===== src/rtl/uart_rx.sv =====
// uart_rx: 8N1-style UART receiver driven by a 16x oversample enable strobe.
// Two-flop rx synchroniser, start-bit validation at mid-bit, LSB-first data
// sampling, stop-bit check with break hold-off, valid/ready output handshake.
// Optional parity stage and parity_err port: define UART_RX_PARITY_EN.
module uart_rx #(
  parameter int DATA_BITS  = 8,
  parameter bit PARITY_ODD = 1'b0
) (
  input  logic                 clk,
  input  logic                 rst,
  input  logic                 rx_clk,
  input  logic                 rx,
  output logic [DATA_BITS-1:0] data,
  output logic                 data_valid,
  input  logic                 data_ready,
  output logic                 frame_err,
  output logic                 overrun,
`ifdef UART_RX_PARITY_EN
  output logic                 parity_err,
`endif
  output logic                 busy
);

  localparam int BW = (DATA_BITS > 1) ? $clog2(DATA_BITS) : 1;
  localparam logic [BW-1:0] LAST_BIT = BW'(DATA_BITS - 1);

  typedef enum logic [2:0] {
    S_IDLE, S_START, S_DATA, S_PARITY, S_STOP, S_BREAK
  } state_t;

  state_t               state_q, state_d;
  logic [3:0]           tcnt_q, tcnt_d;
  logic [BW-1:0]        bcnt_q, bcnt_d;
  logic [DATA_BITS-1:0] shift_q, shift_d;
  logic                 rx_s1_q, rx_s_q;
  logic                 commit, ferr;
  logic [DATA_BITS-1:0] data_q;
  logic                 data_valid_q, frame_err_q, overrun_q;
`ifdef UART_RX_PARITY_EN
  logic                 par_bad_q, par_bad_d;
  logic                 parity_err_q;
`endif

  // Two-flop synchroniser on the asynchronous rx line; idles high.
  always_ff @(posedge clk) begin
    if (rst) begin
      rx_s1_q <= 1'b1;
      rx_s_q  <= 1'b1;
    end else begin
      rx_s1_q <= rx;
      rx_s_q  <= rx_s1_q;
    end
  end

  // FSM state, counters and shift register.
  always_ff @(posedge clk) begin
    if (rst) begin
      state_q <= S_IDLE;
      tcnt_q  <= '0;
      bcnt_q  <= '0;
`ifdef UART_RX_PARITY_EN
      par_bad_q <= 1'b0;
`endif
    end else begin
      state_q <= state_d;
      tcnt_q  <= tcnt_d;
      bcnt_q  <= bcnt_d;
`ifdef UART_RX_PARITY_EN
      par_bad_q <= par_bad_d;
`endif
    end
    shift_q <= shift_d;
  end

  // Next-state logic; everything advances only on oversample ticks.
  always_comb begin
    state_d = state_q;
    tcnt_d  = tcnt_q;
    bcnt_d  = bcnt_q;
    shift_d = shift_q;
    commit  = 1'b0;
    ferr    = 1'b0;
`ifdef UART_RX_PARITY_EN
    par_bad_d = par_bad_q;
`endif
    if (rx_clk) begin
      tcnt_d = tcnt_q + 4'd1;
      case (state_q)
        S_IDLE: begin
          if (!rx_s_q) state_d = S_START;
        end
        S_START: begin
          // Mid start bit: a line back high means it was only a glitch.
          if (tcnt_q == 4'd7) begin
            state_d = rx_s_q ? S_IDLE : S_DATA;
            bcnt_d  = '0;
          end
        end
        S_DATA: begin
          if (tcnt_q == 4'd15) begin
            shift_d[bcnt_q] = rx_s_q;
            if (bcnt_q == LAST_BIT) begin
`ifdef UART_RX_PARITY_EN
              state_d = S_PARITY;
`else
              state_d = S_STOP;
`endif
            end else begin
              bcnt_d = bcnt_q + 1'b1;
            end
          end
        end
`ifdef UART_RX_PARITY_EN
        S_PARITY: begin
          if (tcnt_q == 4'd15) begin
            par_bad_d = ((^shift_q) ^ rx_s_q) != PARITY_ODD;
            state_d   = S_STOP;
          end
        end
`endif
        S_STOP: begin
          if (tcnt_q == 4'd15) begin
            if (rx_s_q) begin
              commit  = 1'b1;
              state_d = S_IDLE;
            end else begin
              ferr    = 1'b1;
              state_d = S_BREAK;
            end
          end
        end
        S_BREAK: begin
          // Hold off until the line returns high so a break is one error.
          if (rx_s_q) state_d = S_IDLE;
        end
        default: state_d = S_IDLE;
      endcase
      if (state_d != state_q) tcnt_d = '0;
    end
  end

  // Output word, handshake and one-cycle status pulses.
  always_ff @(posedge clk) begin
    if (rst) begin
      data_q       <= '0;
      data_valid_q <= 1'b0;
      frame_err_q  <= 1'b0;
      overrun_q    <= 1'b0;
`ifdef UART_RX_PARITY_EN
      parity_err_q <= 1'b0;
`endif
    end else begin
      frame_err_q <= ferr;
      overrun_q   <= commit && data_valid_q && !data_ready;
`ifdef UART_RX_PARITY_EN
      parity_err_q <= commit && par_bad_q;
`endif
      if (commit) begin
        data_q       <= shift_q;
        data_valid_q <= 1'b1;
      end else if (data_valid_q && data_ready) begin
        data_valid_q <= 1'b0;
      end
    end
  end

  assign data       = data_q;
  assign data_valid = data_valid_q;
  assign frame_err  = frame_err_q;
  assign overrun    = overrun_q;
`ifdef UART_RX_PARITY_EN
  assign parity_err = parity_err_q;
`endif
  assign busy       = (state_q != S_IDLE);

endmodule

===== config.mk =====
export PLATFORM = sky130hd
export DESIGN_NAME = uart_rx
export DESIGN_NICKNAME = d
export VERILOG_FILES = /design/src/rtl/uart_rx.sv
export SDC_FILE = /design/constraint.sdc
export NUM_CORES = 1
export LEC_CHECK = 0
export CORE_UTILIZATION = 40
export CTS_CLUSTER_SIZE = 14
export DETAILED_ROUTE_END_ITERATION = 10
export GPL_ROUTABILITY_DRIVEN = 0
export PLACE_DENSITY_LB_ADDON = 0.1
export SETUP_SLACK_MARGIN = 0.02
export SYNTH_ARGS = -nofsm -noshare
export SYNTH_HDL_FRONTEND = slang
export SYNTH_SLANG_ARGS = --single-unit
export TNS_END_PERCENT = 5

===== constraint.sdc =====
create_clock -name clk -period 4.65 [get_ports clk]
set_input_delay 1.1625 -clock clk [delete_from_list [all_inputs] [get_ports clk]]
set_output_delay 1.1625 -clock clk [all_outputs]
set_load 0.005 [all_outputs]

=== Word level (Yosys, flattened, before mapping) ===
Cells that the tools add are included.

* Flip-flop bits (word level): 31
* Latch bits: 0
* Memory bits (writable): 0
* ROM bits: 0
* Input bits: 5
* Output and inout bits: 12
* Logic and storage cells: 65
* Memories kept: 0

* Add/sub/neg operators: 2
* Multipliers: 0
* Div/mod/pow operators: 0
* Order comparisons: 2
* Eq/ne operators: 11
* Shifts and indexed selects: 0
* Mux-type cells: 25
* Bitwise operators: 3
* Reductions and logical operators: 12

{| class="wikitable"
|+ Operator list
! kind !! count
|-
| $mux 3 || 11
|-
| $pmux 3 s5 || 1
|-
| $eq 3x3->1 const B || 3
|-
| $bwmux 8 || 1
|-
| $mux 1 || 8
|-
| $ne 2x2->1 const B || 3
|-
| $pmux 3 s2 || 1
|-
| $reduce_and 5->1 || 1
|-
| $add 4x1->4 const B || 1
|-
| $eq 4x3->1 const B || 1
|-
| $eq 4x4->1 const B || 1
|-
| $logic_and 1x1->1 || 4
|-
| $lt 3x4->1 const B || 1
|-
| $mux 4 || 1
|-
| $reduce_bool 2->1 || 2
|-
| $reduce_or 4->1 || 1
|-
| $add 3x1->3 const B || 1
|-
| $demux 1 s3 || 1
|-
| $eq 3x1->1 const B || 1
|-
| $eq 3x2->1 const B || 1
|-
| $ge 3x1->1 const B || 1
|-
| $logic_not 3->1 || 1
|-
| $ne 3x3->1 || 1
|-
| $not 1->1 || 3
|-
| 4 further kinds || 4
|}

=== Logic depth before layout (Yosys ltp) ===
* Depth in word-level cells: 7
* Mapped depth: 7
* Depth with buffers taken out: 6

=== Worst setup path after synthesis ===
Ideal clock, no wire load.

* Path type: input -> register
* From: input rx_clk
* To: register shift_q[0], enable pin
* Setup time: 312 ps
* Arrival: 1,837 ps
* Data required time: 4,338 ps
* Slack: 2,501 ps
* Stages on the path: 3
* Path buffers: 0
* Cell sequence: nand2_1 > or3_2 > nor3_1

* Cells in the longest elaborated chain, start to end: 1

{| class="wikitable"
|+ RTL lines
! what !! line !! RTL
|-
| start, declared || 11 || <nowiki>input logic rx_clk,</nowiki>
|-
| $reduce_and 3->1 (no line) || -- ||
|-
| end signal, assigned || 72 || <nowiki>shift_q <= shift_d;</nowiki>
|-
| end, declared || 34 || <nowiki>logic [DATA_BITS-1:0] shift_q, shift_d;</nowiki>
|}

No other way between the ends.
A chain may end at the register's enable or synchronous reset.

=== Worst setup path in the final report ===
* From: register state_q[2]
* To: output busy

* Cells in the longest elaborated chain, start to end: 1

{| class="wikitable"
|+ RTL lines
! what !! line !! RTL
|-
| start, declared || 31 || <nowiki>state_t state_q, state_d;</nowiki>
|-
| start signal, assigned || 65 || <nowiki>state_q <= state_d;</nowiki>
|-
| $reduce_bool 3->1 || 174 || <nowiki>assign busy = (state_q != S_IDLE);</nowiki>
|-
| end, declared || 21 || <nowiki>output logic busy</nowiki>
|}

No other way between the ends.

==> impl_results.md <==
* Routed vias at 1,019
* Fill cell total of the finished layout at 284
* Layout Nets at 162
* Area share of fa/ha/maj cells after synthesis at 2.78%
* First-pass GRT wire length at 4040 um
* Clock sinks at 31
* Setup-failing EPs final at 0
* Hold Slack at approximately 420 ps
* CP Max Fanout at 12
* Clock Skews at 7.68 ps
* Antenna-violating nets left at 0
* Sequential area share after synthesis at 51.9%
* Vias in the first global route at 909
* Die width at 60.1 um
* CTS clock-pin slew for the worst setup and hold paths at 100 ps
* Iter 0 DRT Violations at 24
* Final Hold Fails at 0
* Top cell type's share of synthesized area at around a third
* Status: finished, final reports clean
* DRC errors left at 0
* Ys async rst share at 0%
* H-tree levels at 2
* Full die area at between 3000 and 4000 sq um
* Worst Hold Class: flip-flop to flip-flop
* Commonest cells in the netlist: nor2_1, dfxtp_1, mux2i_1
* TritonCTS Buffers at 5
* Design Power at 0.000499 W
* Routed WL per cell at 11.8 um
* Die height at about 60 um
* Area Growth Syn to Fin at 20.0%
* Worst path cell trace: or3_2, clkdlybuf4s50_1
* Top FF cell, synth: dfxtp_1
* Final Max Slew Viols at 0
* # rows at 20
* Crit start category: flip-flop
* Clk_lat worst skew at 330 ps
* Peak supply drop at 0.000175 V
* Gr usage total at 15.6%
* Worst EP arrival at 1720 ps
* Root Driver: clkbuf_4
* Layout cells sized above 1 at between 10% and 20%
* P per Cell Area at 308 nW/um^2
* Syn_area_per_cell at 9.85 sq um
* Inserted Diodes at 0
* Number of synthesis warnings at 0
* Mapped cell area at 1350 sq um
* Routed wire length at 2360 um
* First-pass iteration count of the detailed router at 4
* Min cycle time layout at 2880 ps
* Postcts setup bufs at 0
* Synth area leaders: dfxtp_1, edfxtp_1, mux2i_1
* Pin count of the biggest net entering global routing at 24
* Setup CP Type: flip-flop to primary output
* Global route overflow at 0
* Mux cell area share after synthesis at roughly 6.7%
* CP endpoint kind: primary output
* Synth Area in Compound Gates at between 10% and 20%
* Max-slew headroom at 46.2%
* CP peak stage delay at 510 ps
* Pre-CTS WS at 1570 ps
* Req. time, crit path at around 3500 ps
* LEAKAGE at roughly 0.54 nW
* # resized after CTS at 0
* Vias/cell at 5.12
* Xor and xnor fraction of the mapped netlist area at 0.649%
* Max Cap Viol at 0
* Worst-margin pin slew at just over 800 ps
* Syn Nets at 145
* FMAX at roughly 0.35 GHz
* Count leader, synth: nor2_1
* # port buffers at 16
* Initial antenna violation count at 0
* CTS tree: built
* Post-synth EDFFs at 8
* Largest area contributor in the netlist: dfxtp_1
* Final WS setup at 1770 ps
* Worst path top cell family by delay: simple AND/OR/NAND/NOR gates
* Period utilization at 62.0%
* Post-synthesis cell type count at 34
* Cts hold-fix bufs at 0
* Core ar. at 3130 sq um
* Post-detail-place hpwl at 1560 um
* RSZ-0062 raised after global routing: false
* Bufs on Longest Clock Path at 2
* Post-Syn Instances at roughly 140
* Slowest cell on the critical path: or3_2
* I/O pins at 17
* Final setup TNS at 0 ps
* Initial Utilization at 43.1%
* Flop and latch count out of synthesis at 31
* Post-Synth Simple-Gate Area at 24.1%
* Worst path bufs/invs at 1
* Largest family of logic cells by synthesized area: simple AND/OR/NAND/NOR gates
## path summary, 6_finish.rpt
path	depth (start not counted)	slack, ps	end	from
worst max-delay path	2	1770	busy	state_q[2]$_SDFFE_PP0P_
worst min-delay path	1	420	rx_s_q$_SDFF_PP1_	rx_s1_q$_SDFF_PP1_
worst max register to register	5	2620	shift_q[0]$_DFFE_PP_	tcnt_q[0]$_SDFFE_PP0P_
worst min register to register	1	420	rx_s_q$_SDFF_PP1_	rx_s1_q$_SDFF_PP1_
## cell families (layout without fill, tap and decap cells)
kind of cell	after synthesis	after routing
compound gates	22	22
xor+xnor	1	1
fa+ha+maj	3	3
buf+inv	10	28
flops	31	31
mux	9	9
simple gates	61	61
## per-layer routing
layer  wire, um  track usage [%]
met3        116             6.06
met5          0                0
met4         32             7.31
met2       1050             23.2
met1       1160             19.9
## layout make-up
type | instances | area [sq um] | area share [%]
Clock buffer | 5 | 37.5 | 2.32
Clock inverter | 3 | 38.8 | 2.40
Tap cell | 44 | 55.1 | 3.40
Timing Repair Buffer | 17 | 168 | 10.4
Multi-Input combinational cell | 96 | 608 | 37.6
Inverter | 3 | 11.3 | 0.696
Sequential cell | 31 | 701 | 43.3
## flip-flops by register name, summed over array words and instances, names as in the netlist
signal	cells
state_q	3
tcnt_q	4
rx_s_q	1
rx_s1_q	1
shift_q	8
frame_err	1
overrun	1
data	8
bcnt_q	3
data_valid	1
## power by group
| group | internal (W) | leakage (nW) | switching [W] |
|---|---|---|---|
| logic | 0.00000825 | 0.239 | 0.00000825 |
| registers | 0.000278 | 0.256 | 0.00000382 |
| clock network | 0.000110 | 0.0426 | 0.0000903 |
| total | 0.000397 | 0.537 | 0.000102 |
## per-stage QoR
step / cell area (sq um) / std cells / utilization, %
after CTS: 1620 / 199 / 51.8
after detailed placement: 1540 / 191 / 49.3
after global placement: 1540 / 191 / 49.3
after global routing: 1620 / 199 / 51.8
after floorplan: 1350 / 137 / -
final: 1620 / 199 / 51.8
## cells in the final DEF, fill, tap and decap left out, drive strengths merged
master,n
ha,3
nand4,1
o31ai,1
inv,3
or3b,1
clkinv,2
edfxtp,8
a221oi,1
dfxtp,23
nand3,1
nor4,2
nor4bb,1
nand3b,2
xor2,1
o21ai,4
mux2i,9
a21o,1
clkbuf,5
nor2,24
or2,2
nand2,5
o21a,2
and3,1
nand4b,2
bufinv,1
buf,1
a21oi,8
or3,3
nor3,6
nand2b,6
a22oi,3
nor2b,2
nor3b,1
and4b,1
clkdlybuf4s50,16
a31oi,2
No activity file was read; power rests on OpenSTA's default activity.
